--- src/rtl/fwd_ctrl_unit_if.sv ---
// ID-stage / back-end handshake bundle for fwd_ctrl_unit.
// master: the pipeline side driving ID and back-end status.
// slave: the forwarding/interlock unit.
interface fwd_ctrl_unit_if;
  localparam int unsigned REG_W = 5;
  localparam int unsigned FWD_W = 3;
  localparam int unsigned CNT_W = 32;

  logic             id_valid;
  logic [REG_W-1:0] id_rs1;
  logic [REG_W-1:0] id_rs2;
  logic             id_rs1_use;
  logic             id_rs2_use;
  logic [REG_W-1:0] id_rd;
  logic             id_we;
  logic             id_is_load;
  logic             pipe_adv;
  logic             flush;
  logic [FWD_W-1:0] fwd_ctrl1;
  logic [FWD_W-1:0] fwd_ctrl2;
  logic             id_stall;
  logic [CNT_W-1:0] stall_cnt;

  modport master (
    output id_valid, id_rs1, id_rs2, id_rs1_use, id_rs2_use,
           id_rd, id_we, id_is_load, pipe_adv, flush,
    input  fwd_ctrl1, fwd_ctrl2, id_stall, stall_cnt
  );

  modport slave (
    input  id_valid, id_rs1, id_rs2, id_rs1_use, id_rs2_use,
           id_rd, id_we, id_is_load, pipe_adv, flush,
    output fwd_ctrl1, fwd_ctrl2, id_stall, stall_cnt
  );
endinterface

--- src/rtl/fwd_ctrl_unit.sv ---
// Forwarding-select and load-use interlock for an EX->MM1->MM2->WB back end.
// Keeps a shadow scoreboard of the destinations in flight and resolves the
// ID-stage sources against it combinationally.
// Optional feature macro: FWD_PATH_EN
//   defined   : bypass selects EX/MM1/MM2_REG/MM2_MEM/WB, stall only on
//               a load still in EX or MM1.
//   undefined : no bypass, fwd_ctrl is always GR, any in-flight match stalls.
module fwd_ctrl_unit (
  input  logic           clk,
  input  logic           resetn,
  fwd_ctrl_unit_if.slave bus
);
  localparam int unsigned REG_W = 5;
  localparam int unsigned FWD_W = 3;
  localparam int unsigned CNT_W = 32;

  localparam logic [FWD_W-1:0] FWD_GR      = 3'd0;
  localparam logic [FWD_W-1:0] FWD_EX      = 3'd1;
  localparam logic [FWD_W-1:0] FWD_MM1     = 3'd2;
  localparam logic [FWD_W-1:0] FWD_MM2_REG = 3'd3;
  localparam logic [FWD_W-1:0] FWD_MM2_MEM = 3'd4;
  localparam logic [FWD_W-1:0] FWD_WB      = 3'd5;

  typedef struct packed {
    logic             valid;
    logic             we;
    logic             is_load;
    logic [REG_W-1:0] rd;
  } sb_entry_t;

  sb_entry_t        ex_q, mm1_q, mm2_q, wb_q;
  logic [CNT_W-1:0] stall_cnt_q;

  logic [3:0]       hit1_c, hit2_c;
  logic             stall_c;
  logic [FWD_W-1:0] fwd1_c, fwd2_c;
  logic             unused_load_bits;

  // An entry can supply a source only if it really writes a nonzero register that is read.
  function automatic logic entry_hit(sb_entry_t e, logic [REG_W-1:0] src, logic src_en);
    return e.valid & e.we & src_en & (e.rd == src) & (e.rd != '0);
  endfunction

`ifdef FWD_PATH_EN
  // Youngest match wins; MM2 splits on whether the data comes from memory.
  function automatic logic [FWD_W-1:0] pick_src(logic [3:0] hit, logic mm2_ld);
    if (hit[0])      return FWD_EX;
    else if (hit[1]) return FWD_MM1;
    else if (hit[2]) return mm2_ld ? FWD_MM2_MEM : FWD_MM2_REG;
    else if (hit[3]) return FWD_WB;
    else             return FWD_GR;
  endfunction
`endif

  // Hazard detection and forward-select, zero latency from scoreboard and ID.
  always_comb begin
    hit1_c  = '0;
    hit2_c  = '0;
    stall_c = 1'b0;
    fwd1_c  = FWD_GR;
    fwd2_c  = FWD_GR;

    hit1_c = {entry_hit(wb_q,  bus.id_rs1, bus.id_rs1_use),
              entry_hit(mm2_q, bus.id_rs1, bus.id_rs1_use),
              entry_hit(mm1_q, bus.id_rs1, bus.id_rs1_use),
              entry_hit(ex_q,  bus.id_rs1, bus.id_rs1_use)};
    hit2_c = {entry_hit(wb_q,  bus.id_rs2, bus.id_rs2_use),
              entry_hit(mm2_q, bus.id_rs2, bus.id_rs2_use),
              entry_hit(mm1_q, bus.id_rs2, bus.id_rs2_use),
              entry_hit(ex_q,  bus.id_rs2, bus.id_rs2_use)};

`ifdef FWD_PATH_EN
    // Load data is not available before MM2, so EX/MM1 load matches must wait.
    stall_c = bus.id_valid &
              ((hit1_c[0] & ex_q.is_load) | (hit1_c[1] & mm1_q.is_load) |
               (hit2_c[0] & ex_q.is_load) | (hit2_c[1] & mm1_q.is_load));
    fwd1_c  = pick_src(hit1_c, mm2_q.is_load);
    fwd2_c  = pick_src(hit2_c, mm2_q.is_load);
`else
    // Full interlock: wait until the producer has left WB.
    stall_c = bus.id_valid & ((|hit1_c) | (|hit2_c));
`endif
  end

  // WB never needs the load flag, and the interlock build ignores it everywhere.
  assign unused_load_bits = ^{ex_q.is_load, mm1_q.is_load, mm2_q.is_load, wb_q.is_load};

  // Scoreboard shift; flush squashes EX/MM1 and wins over the normal shift.
  always_ff @(posedge clk or negedge resetn) begin
    if (!resetn) begin
      ex_q  <= '0;
      mm1_q <= '0;
      mm2_q <= '0;
      wb_q  <= '0;
    end else if (bus.flush) begin
      ex_q.valid  <= 1'b0;
      mm1_q.valid <= 1'b0;
      if (bus.pipe_adv) begin
        wb_q        <= mm2_q;
        mm2_q.valid <= 1'b0;
      end
    end else if (bus.pipe_adv) begin
      wb_q          <= mm2_q;
      mm2_q         <= mm1_q;
      mm1_q         <= ex_q;
      ex_q.valid    <= bus.id_valid & ~stall_c;
      ex_q.we       <= bus.id_we;
      ex_q.is_load  <= bus.id_is_load;
      ex_q.rd       <= bus.id_rd;
    end
  end

  // Saturating count of stalled cycles.
  always_ff @(posedge clk or negedge resetn) begin
    if (!resetn) begin
      stall_cnt_q <= '0;
    end else if (stall_c && (stall_cnt_q != '1)) begin
      stall_cnt_q <= stall_cnt_q + CNT_W'(1);
    end
  end

  assign bus.fwd_ctrl1 = fwd1_c;
  assign bus.fwd_ctrl2 = fwd2_c;
  assign bus.id_stall  = stall_c;
  assign bus.stall_cnt = stall_cnt_q;
endmodule

--- src/flat_wrapper.sv ---
// flat-port wrapper written by rule: the top's interface ports become plain ports
module fwd_ctrl_unit_flat 
  (clk, resetn, bus_id_valid, bus_id_rs1, bus_id_rs2, bus_id_rs1_use, bus_id_rs2_use, bus_id_rd, bus_id_we, bus_id_is_load, bus_pipe_adv, bus_flush, bus_fwd_ctrl1, bus_fwd_ctrl2, bus_id_stall, bus_stall_cnt);
  fwd_ctrl_unit_if bus_i ();
  input  logic clk;
  input  logic resetn;
  input wire logic [$bits(bus_i.id_valid)-1:0] bus_id_valid;
  input wire logic [$bits(bus_i.id_rs1)-1:0] bus_id_rs1;
  input wire logic [$bits(bus_i.id_rs2)-1:0] bus_id_rs2;
  input wire logic [$bits(bus_i.id_rs1_use)-1:0] bus_id_rs1_use;
  input wire logic [$bits(bus_i.id_rs2_use)-1:0] bus_id_rs2_use;
  input wire logic [$bits(bus_i.id_rd)-1:0] bus_id_rd;
  input wire logic [$bits(bus_i.id_we)-1:0] bus_id_we;
  input wire logic [$bits(bus_i.id_is_load)-1:0] bus_id_is_load;
  input wire logic [$bits(bus_i.pipe_adv)-1:0] bus_pipe_adv;
  input wire logic [$bits(bus_i.flush)-1:0] bus_flush;
  output wire logic [$bits(bus_i.fwd_ctrl1)-1:0] bus_fwd_ctrl1;
  output wire logic [$bits(bus_i.fwd_ctrl2)-1:0] bus_fwd_ctrl2;
  output wire logic [$bits(bus_i.id_stall)-1:0] bus_id_stall;
  output wire logic [$bits(bus_i.stall_cnt)-1:0] bus_stall_cnt;
  assign bus_i.id_valid = bus_id_valid;
  assign bus_i.id_rs1 = bus_id_rs1;
  assign bus_i.id_rs2 = bus_id_rs2;
  assign bus_i.id_rs1_use = bus_id_rs1_use;
  assign bus_i.id_rs2_use = bus_id_rs2_use;
  assign bus_i.id_rd = bus_id_rd;
  assign bus_i.id_we = bus_id_we;
  assign bus_i.id_is_load = bus_id_is_load;
  assign bus_i.pipe_adv = bus_pipe_adv;
  assign bus_i.flush = bus_flush;
  assign bus_fwd_ctrl1 = bus_i.fwd_ctrl1;
  assign bus_fwd_ctrl2 = bus_i.fwd_ctrl2;
  assign bus_id_stall = bus_i.id_stall;
  assign bus_stall_cnt = bus_i.stall_cnt;
  fwd_ctrl_unit u_core (.clk(clk), .resetn(resetn), .bus(bus_i));
endmodule
--- config.mk ---
export PLATFORM = sky130hd
export DESIGN_NAME = fwd_ctrl_unit_flat
export DESIGN_NICKNAME = d
export VERILOG_FILES = /design/src/rtl/fwd_ctrl_unit_if.sv /design/src/rtl/fwd_ctrl_unit.sv /design/src/flat_wrapper.sv
export SDC_FILE = /design/constraint.sdc
export NUM_CORES = 1
export LEC_CHECK = 0
export BUFFER_PORTS_ARGS = -buffer_cell sky130_fd_sc_hd__buf_2
export CELL_PAD_IN_SITES_DETAIL_PLACEMENT = 1
export CELL_PAD_IN_SITES_GLOBAL_PLACEMENT = 1
export CORE_AREA = 10 10 99 101
export CTS_CLUSTER_SIZE = 12
export DETAILED_ROUTE_END_ITERATION = 8
export DIE_AREA = 0 0 109 111
export GPL_TIMING_DRIVEN = 0
export PLACE_DENSITY = 0.88
export SYNTH_ARGS = -nofsm -noshare
export SYNTH_HDL_FRONTEND = slang
export SYNTH_SLANG_ARGS = --single-unit
--- constraint.sdc ---
create_clock -name clk -period 2.4 [get_ports clk]
set_input_delay 0.24 -clock clk [delete_from_list [all_inputs] [get_ports clk]]
set_output_delay 0.24 -clock clk [all_outputs]
set_load 0.02 [all_outputs]
# == Yosys cells after proc, flatten, opt, wreduce, memory -nomap -nowiden ==
# Cells that the tools add are included.
# Widths: inputs -> output; s select.
# totals
register_bits,63
inputBits,24
out_inout_bits,39
# classes
n_bitwise,33
n_eq_ne,9
addsub,1
n_mux,7
n_reduce_logical,9
# ops
operator,n
$eq 5x5->1,8
$add 32x1->32 const B,1
$ne 32x32->1 const B,1
$and 1x1->1,30
$mux 8,3
$reduce_bool 5->1,4
$reduce_or 4->1,2
$mux 1,4
$not 1->1,2
$reduce_and 2->1,1
$reduce_bool 2->1,1
$logic_and 1x1->1,1
$or 1x1->1,1

# == Depth between registers and ports, before layout ==
# Gate-level depths: netlist of the first run.
# depth
depth_word,11
ltp_mapped,10
ltp_nobuf,8

# == Worst setup path before layout of the first run ==
# No wires, ideal clock.
# synth_timing
path_kind,register -> register
startpoint,"reg u_core.stall_cnt_q[0], in the netlist u_core.bus.stall_cnt[0]"
endpoint,"reg u_core.stall_cnt_q[1], in the netlist u_core.bus.stall_cnt[1]"
slack_ps,235
setup_time_ps,128
stages_incl_launch_ff,9
t_arrival_ps,2037
synth_period_minus_slack_ps,2165
required_ps,2272
cell_sequence,dfrtp_1 -> ha_1 -> nand3_1 -> nor2_1 -> and4_1 -> nand4_2 -> nand2_2 -> nor2_1 -> mux2_1
# synth_between
elab_chain_len,2
# synth_rtl
item,line_no,rtl
from (decl),fwd_ctrl_unit.sv:32,logic [CNT_W-1:0] stall_cnt_q;
from (signal assigned),fwd_ctrl_unit.sv:118,stall_cnt_q <= stall_cnt_q + CNT_W'(1);
branches (longest 2 deep; another with $add 32x1->32),n/a,
# Several ways; the timed one is not identified.
# A chain may end at the register's enable or synchronous reset.

# == Worst setup path in the final report of the first run ==
# layout_timing
startpoint,reg u_core.ex_q[1] in the netlist's numbering
endpoint,out bus_id_stall
# layout_between
elab_chain_len,6
# layout_rtl
item,line_no,rtl
from (decl),fwd_ctrl_unit.sv:31,"sb_entry_t ex_q, mm1_q, mm2_q, wb_q;"
$eq 5x5->1,fwd_ctrl_unit.sv:41,return e.valid & e.we & src_en & (e.rd == src) & (e.rd != '0);
$and 1x1->1 (2 in series),fwd_ctrl_unit.sv:41,
$reduce_or 4->1,fwd_ctrl_unit.sv:81,stall_c = bus.id_valid & ((|hit1_c) | (|hit2_c));
$or 1x1->1 *,fwd_ctrl_unit.sv:81,
$and 1x1->1 *,fwd_ctrl_unit.sv:81,
to (decl),flat_wrapper.sv:19,output wire logic [$bits(bus_i.id_stall)-1:0] bus_id_stall;
# Mark *: on every way between the ends. The rest lies on a longest branch, timed or not.

==> results of run 1 <==
==> cell families (layout without fill, tap and decap cells) <==
group | Yosys count | after routing | synth area share (%)
compound gates | 10 | 10 | 2.15
flops | 60 | 60 | 45.2
other cells | 1 | 6 | 0.113
fa+ha+maj | 1 | 1 | 0.377
mux | 27 | 27 | 9.12
simple gates | 109 | 109 | 18.4
xor+xnor | 71 | 71 | 18.7
buf+inv | 31 | 111 | 5.88
==> metrics by stage <==
step                      cells  hold slack (ns)  worst slack (ns)  TNS (ns)  utilization (%)
after global placement      465            0.435           -0.0867    -0.323             46.4
after global routing        500           0.0178            -0.175     -2.78             55.0
after CTS                   491           0.0718           -0.0463   -0.0463             50.2
after floorplan             315          -0.0556             0.235         0                -
after detailed placement    465            0.439            -0.190     -1.68             46.4
final                       500          -0.0379           -0.0939    -0.508             55.0
==> routing by layer <==
layer  share of wire, %  global-route usage, %  up-vias
li1                   -                      -     1227
met1                 38                   18.5     1442
met2                 53                   28.0       81
met3                5.0                   4.88       29
met4                3.3                   6.68        0
met5                  0                      0        -
==> flip-flops by register name, indices dropped and copies added (netlist names) <==
name                  count
u_core.mm1_q              7
u_core.ex_q               7
u_core.bus.stall_cnt     32
u_core.mm2_q              7
u_core.wb_q               7
==> cell usage after synthesis, types with 2 or more instances <==
master     count
nor3b_1        2
o2111ai_1      4
nor3_1        20
nand4_1       13
or4_1          4
nand2_1       23
nor4_2         5
dfrtp_1       60
buf_2          9
xnor2_1       44
xor2_1        27
o22ai_1        5
nand3_1       14
clkbuf_1       3
buf_4          6
nor4_1         4
nand2b_1       2
and3_1         5
inv_1          7
buf_6          6
or3_1          2
nor2_1        10
mux2_2        25
and4_1         2
==> layout make-up <==
type,count,area [sq um],area share (%)
Multi-Input combinational cell,224,1970,44.9
Sequential cell,60,1520,34.6
Timing Repair Buffer,64,380,8.69
Buffer,24,185,4.23
Tap cell,105,131,3.00
Clock buffer,9,124,2.83
Clock inverter,7,51.3,1.17
Inverter,7,26.3,0.600
==> repair_timing <==
action,4_1_cts,5_1_grt
buffers inserted,10,9
pin swaps,4,21
gates resized for setup,19,58
endpoints found under the setup margin,28,24
==> power groups by stage <==
stage               Clock (W)  Sequential (W)  Combinational [W]
finish               0.000849         0.00134           0.000599
CTS                  0.000850         0.00132           0.000548
global placement            0         0.00131           0.000452
floorplan                   0         0.00128           0.000380
detailed placement          0         0.00134           0.000488
global route         0.000908         0.00135           0.000646
==> final timing paths <==
kind | to | slack (ns)
setup / recovery | bus_id_stall | -0.09
hold reg to reg | u_core.bus.stall_cnt[14] | 0.50
hold / removal | u_core.bus.stall_cnt[17] | -0.04
max in group asynchronous | u_core.mm2_q[1] | 1.89
setup reg to reg | u_core.bus.stall_cnt[30] | -0.09
min in group clk | u_core.mm1_q[7] | 0.07
==> reports/metrics.cfg, run 1 <==
[outcome]
outcome = finished, violations left
failed_checks = negative hold slack, negative setup slack

[die]
design.core.area_sq_mm = 0.00797
ios = 63
die_h_um = 111
start_util_pct = 41.7
dieWidth_um = 109
dieArea_sq_mm = 0.0121
rows = 33

[cells_and_area]
final_cell_mix = buf_2 (50), dfrtp_1 (49), xnor2_1 (37)
syn_to_final_growth_pct = 31.9
final_common_cell = buf_2
fill_cells = 866
postLayoutCellArea_sq_mm = 0.00438
fin_nets = 415
drive_above_1_share_pct = 47.1
antenna_cells = 0

[synth]
synth_area_sq_mm = 0.00332
synth.distinct_cells = 32
synth_seq_area_share_pct = 45.2
yosysTopAreaCell = dfrtp_1
synthCells = 310
postSynthAreaPerCell_sq_um = 10.7
synth_ff_type = dfrtp_1
synthArstFlopShare_pct = 100
synth-edff-count = 0
yosysTopAreaCellShare_pct = 45.2
synth_area_leaders = dfrtp_1 (45%), xnor2_1 (12%), mux2_2 (8.5%)
synth-seq-cells = 60
yosys_warnings = 0

[timing]
maxSlewViolCount = 0
fmax_mhz = 401
setup_viol = 15
rsz0062_at_grt = true
finalHoldViolCount = 60
finalCritPeriodShare_pct = 104
period_needed_ns = 2.49
fin_ws_ns = -0.0939
relSlewSlack_pct = 48.7
fin_worst_skew_ns = 0.0161
worst_pin_slew_ns = 0.770
whs_ns = -0.0379

[grt]
grt_pass1_wl_um = 15800
grt_max_degree = 61
overflow = 0
grt_usage_pct = 16.5
first_global_vias = 2932
antenna_found_initial = 0

[clock_network]
numCtsBuffers = 9
cts_tree = done
cts_max_level = 3
clock_latency_ns = 0.35
clock_tree.root_cell = clkbuf_8
cts_hold_buf = 0
clock_sinks = 60
cts_buffer_depth = 2
clkTransAtPathRegs_ns = 0.09

[detailed_routing]
vias = 2779
drt_wl_total_um = 11300
avgRoutedWirePerCell_um = 22.5
dr.pass1.iters = 4
remaining_drc_errors = 0
viasPerCell = 5.56
antenna_left = 0
drtIter0Drc = 79

[pwr]
intPower_w = 0.00186
power_frac_clock_pct = 30.5
ir_worst_vdd_mv = 0.482
seq_power_share_pct = 48.0
power_w = 0.00278
leakagePower_nw = 2.10
p_comb_share_pct = 21.5
swShare_pct = 33.2
pwr_density_cell_mw_per_mm2 = 636
switchingPower_w = 0.000925

[worst_setup_path]
path_cells = xnor2_2 -> nand4_1 -> o22ai_2 -> o2111ai_2 -> and4_1 -> buf_6 -> buf_8 -> nor2_4 -> buf_6
worstSetupStartpointType = flop
critical_path.top_delay_family = simple AND/OR/NAND/NOR gates
r2r.worst_path.cells = 10
worst-path-stages = 9
critPathBufInv = 3
crit_required_ns = 2.16
critPathArrivalTime_ns = 2.25
crit_slowest_cell = dfrtp_2
endpoint_kind = primary output
critical_path_class = flop to primary output
path_max_fanout = 4
rr_startpoint = u_core.bus.stall_cnt[0]
slowest_delay_ns = 0.48
crit_path_frequent_cell = buf_6
critical_path.startpoint = u_core.ex_q[1]

[place]
place_area_sq_mm = 0.00369
hpwl_um = 6810
place_congestion = 0.817
port_buffers = 45

[hold_path]
hold_path_class = primary input to asynchronous set/reset pin

[run]
maxCapViolCount = 0

(Power assumes the default switching activity.)
==> inputs of run 2 (changes only) <==
--- a/config.mk
+++ b/config.mk
@@ -5,15 +5,16 @@
 export SDC_FILE = /design/constraint.sdc
 export NUM_CORES = 1
 export LEC_CHECK = 0
+export ABC_AREA = 1
 export BUFFER_PORTS_ARGS = -buffer_cell sky130_fd_sc_hd__buf_2
 export CELL_PAD_IN_SITES_DETAIL_PLACEMENT = 1
 export CELL_PAD_IN_SITES_GLOBAL_PLACEMENT = 1
-export CORE_AREA = 10 10 99 101
+export CORE_AREA = 10 10 111 113
 export CTS_CLUSTER_SIZE = 12
 export DETAILED_ROUTE_END_ITERATION = 8
-export DIE_AREA = 0 0 109 111
+export DIE_AREA = 0 0 121 123
 export GPL_TIMING_DRIVEN = 0
-export PLACE_DENSITY = 0.88
+export PLACE_DENSITY = 0.9
 export SYNTH_ARGS = -nofsm -noshare
 export SYNTH_HDL_FRONTEND = slang
 export SYNTH_SLANG_ARGS = --single-unit
==> run 2 against run 1 <==
The flow finishes with violations (negative hold slack). Via count increased by 53%. Routed wire length increased by 21%. Maximum frequency increased by 15%. Clock power decreased by 2%. Combinational power decreased by 33%. Total power decreased by 13%. Setup slack improved by 0.32 ns. Global-route usage increased by 2.7 points. Core utilization decreased by 8.4 points. Sequential share of layout area decreased by 2.8 points. Critical endpoint unchanged. Largest power group unchanged.
==> reports/metrics.cfg, run 2 <==
[outcome]
outcome = finished, violations left
failed_checks = negative hold slack

[cells_and_area]
postLayoutCellArea_sq_mm = 0.00472  ; +7.8%
fill_cells = 1383  ; +60%
largest_reg_flops = 32  ; unchanged
final_cell_mix = nand2_1 (247), nor2_1 (66), dfrtp_1 (59)
drive_above_1_share_pct = 13.6  ; -33 points
syn_to_final_growth_pct = 15.3
seq_area_sq_mm = 0.00150  ; -0.83%
antenna_cells = 0  ; unchanged
final_common_cell = nand2_1
fin_nets = 702  ; +69%
multi_input_area_sq_mm = 0.00227  ; +15%

[worst_setup_path]
path_max_fanout = 4  ; unchanged
reg2reg_slack_ns = 0.24  ; +0.33 ns
crit_required_ns = 2.16  ; about the same
r2r.worst_path.cells = 9  ; -1
endpoint_kind = primary output
worstSetupStartpointType = flop
rr_startpoint = u_core.bus.stall_cnt[0]
critical_path_class = flop to primary output
worstReg2RegEnd = u_core.bus.stall_cnt[28]
critPathArrivalTime_ns = 1.93  ; -0.32 ns

[detailed_routing]
dr.pass1.iters = 5  ; +1
avgRoutedWirePerCell_um = 16.6  ; -26%
viasPerCell = 5.18  ; -6.8%
drt_wl_total_um = 13600  ; +21%
remaining_drc_errors = 0  ; unchanged
vias = 4239  ; +53%
antenna_left = 0  ; unchanged
drtIter0Drc = 230  ; +190%

[die]
die_h_um = 123  ; +11%
dieWidth_um = 121  ; +11%
ios = 63  ; unchanged
design.core.area_sq_mm = 0.0101  ; +27%
rows = 37  ; +12%
start_util_pct = 40.4  ; -1.3 points
dieArea_sq_mm = 0.0149  ; +23%

[timing]
maxSlewViolCount = 0  ; unchanged
whs_ns = -0.0535  ; -0.0157 ns
rsz0062_at_grt = false
finalSetupTns_ns = 0  ; +0.508 ns
fmax_mhz = 460  ; +15%
finalCritPeriodShare_pct = 90.5  ; -13 points
relSlewSlack_pct = 48.8  ; +0.074 points
setup_viol = 0  ; -15
worst_pin_slew_ns = 0.769  ; -0.00111 ns
finalHoldViolCount = 60  ; unchanged
period_needed_ns = 2.17  ; -0.322 ns
fin_worst_skew_ns = 0.00619  ; -0.00996 ns

[clock_network]
clock_tree.root_cell = clkbuf_8
cts_tree = done
cts_max_level = 3  ; unchanged
cts_buffer_depth = 2  ; unchanged
clock_latency_ns = 0.37  ; +0.02 ns
clock_sinks = 60  ; unchanged
clkTransAtPathRegs_ns = 0.07  ; -0.02 ns
numCtsBuffers = 9  ; unchanged

[synth]
synth_area_leaders = dfrtp_1 (37%), nand2_1 (23%), xnor2_1 (6.4%)
synth_area_sq_mm = 0.00410  ; +23%
synth_ff_type = dfrtp_1
synth-edff-count = 0  ; unchanged
synth_seq_area_share_pct = 36.7  ; -8.6 points
yosysTopAreaCell = dfrtp_1
yosysTopAreaCellShare_pct = 36.7  ; -8.6 points
synth.most_common_cell = nand2_1
synthCells = 613  ; +98%
yosys_warnings = 0  ; unchanged
synth.distinct_cells = 28  ; -13%
postSynthAreaPerCell_sq_um = 6.68  ; -38%
synthArstFlopShare_pct = 100  ; unchanged
synth-seq-cells = 60  ; unchanged
synthTopCellsByCount = nand2_1 (247), nor2_1 (66), dfrtp_1 (60), inv_1 (53), nand4_1 (37)

[grt]
overflow = 0  ; unchanged
first_global_vias = 4695  ; +60%
grt_usage_pct = 19.1  ; +2.7 points
grt_pass1_wl_um = 22900  ; +45%
antenna_found_initial = 0  ; unchanged
grt_max_degree = 61  ; unchanged

[place]
hpwl_um = 10600  ; +56%
port_buffers = 48  ; +6.7%
place_area_sq_mm = 0.00452  ; +22%
place_congestion = 0.945  ; +16%

[pwr]
ir_worst_vdd_mv = 0.229  ; -53%
leakagePower_nw = 2.38  ; +13%
pwr_density_cell_mw_per_mm2 = 510  ; -20%

[hold_path]
hold_path_class = primary input to asynchronous set/reset pin

[run]
maxCapViolCount = 0  ; unchanged

[run 2: critical path, cell delays in order (launching register included)]
cell and delay [ns]:
dfrtp_1 0.42, inv_1 0.13, nand3_1 0.10, nor2_1 0.17
nor2_1 0.10, nand2_1 0.09, nand2_1 0.06, nor2_1 0.19
a21boi_0 0.13, buf_2 0.18
[run 2: repair_timing]
item	4_1_cts	5_1_grt
endpoints found under the hold margin	0	0
setup buffers	0	0
hold buffers	0	0
setup endpoints to repair	0	32
gates resized for setup	0	5
[run 2: layout make-up]
type	instances	share of cell area, %
inverters	53	4.21
repair buffers	48	5.14
clock inverters	5	0.583
flip-flops and latches	60	31.8
clock buffers	11	2.99
multi-input cells	475	48.0
well taps	136	3.60
plain buffers	30	3.60
[run 2: worst max-delay path by stage]
stage	from	endpoint	slack [ns]
final	u_core.ex_q[4]	bus_id_stall	0.23
after global routing	u_core.bus.stall_cnt[0]	u_core.bus.stall_cnt[7]	0.04
after CTS	u_core.bus.stall_cnt[0]	u_core.bus.stall_cnt[2]	0.03
after detailed placement	u_core.bus.stall_cnt[0]	u_core.bus.stall_cnt[2]	0.06
after global placement	u_core.bus.stall_cnt[0]	u_core.bus.stall_cnt[0]	0.12
after floorplan	u_core.bus.stall_cnt[0]	u_core.bus.stall_cnt[2]	0.47
[run 2: layer usage]
| metal | up-vias | part of all wire, % | global-route usage [%] |
|---|---|---|---|
| met4 | 0 | 2.6 | 8.67 |
| met2 | 107 | 51 | 34.1 |
| li1 | 2038 | - | - |
| met5 | - | 0 | 0 |
| met1 | 2067 | 42 | 21.3 |
| met3 | 27 | 4.7 | 4.33 |
[run 2: cells by family (layout without fill, tap and decap cells)]
logic type | count (synthesis) | after routing | share of synthesized area (%)
buffers and inverters | 83 | 147 | 9.01
xor gates and xnor gates | 41 | 41 | 8.77
AOI/OAI and AO/OA | 31 | 31 | 3.94
other | 1 | 6 | 0.0916
and+or+nand+nor | 396 | 396 | 41.2
DFF | 60 | 60 | 36.7
adders and majority gates | 1 | 1 | 0.305
[run 2: through the flow]
stage,instances,setup slack [ns],hold WS (ns),power (W),utilization [%]
floorplan,618,0.474,-0.0556,0.00145,-
global placement,802,0.121,0.453,0.00156,44.6
detailed placement,802,0.0619,0.463,0.00159,44.6
CTS,818,0.0312,0.0868,0.00241,46.3
global route,818,0.0424,0.00387,0.00253,46.6
finish,818,0.228,-0.0535,0.00241,46.6
[run 2: power by group]
group	leakage (nW)	switching, W	internal (W)
logic	1.49	0.000245	0.000159
registers	0.801	0.0000880	0.00108
clock network	0.0889	0.000437	0.000395
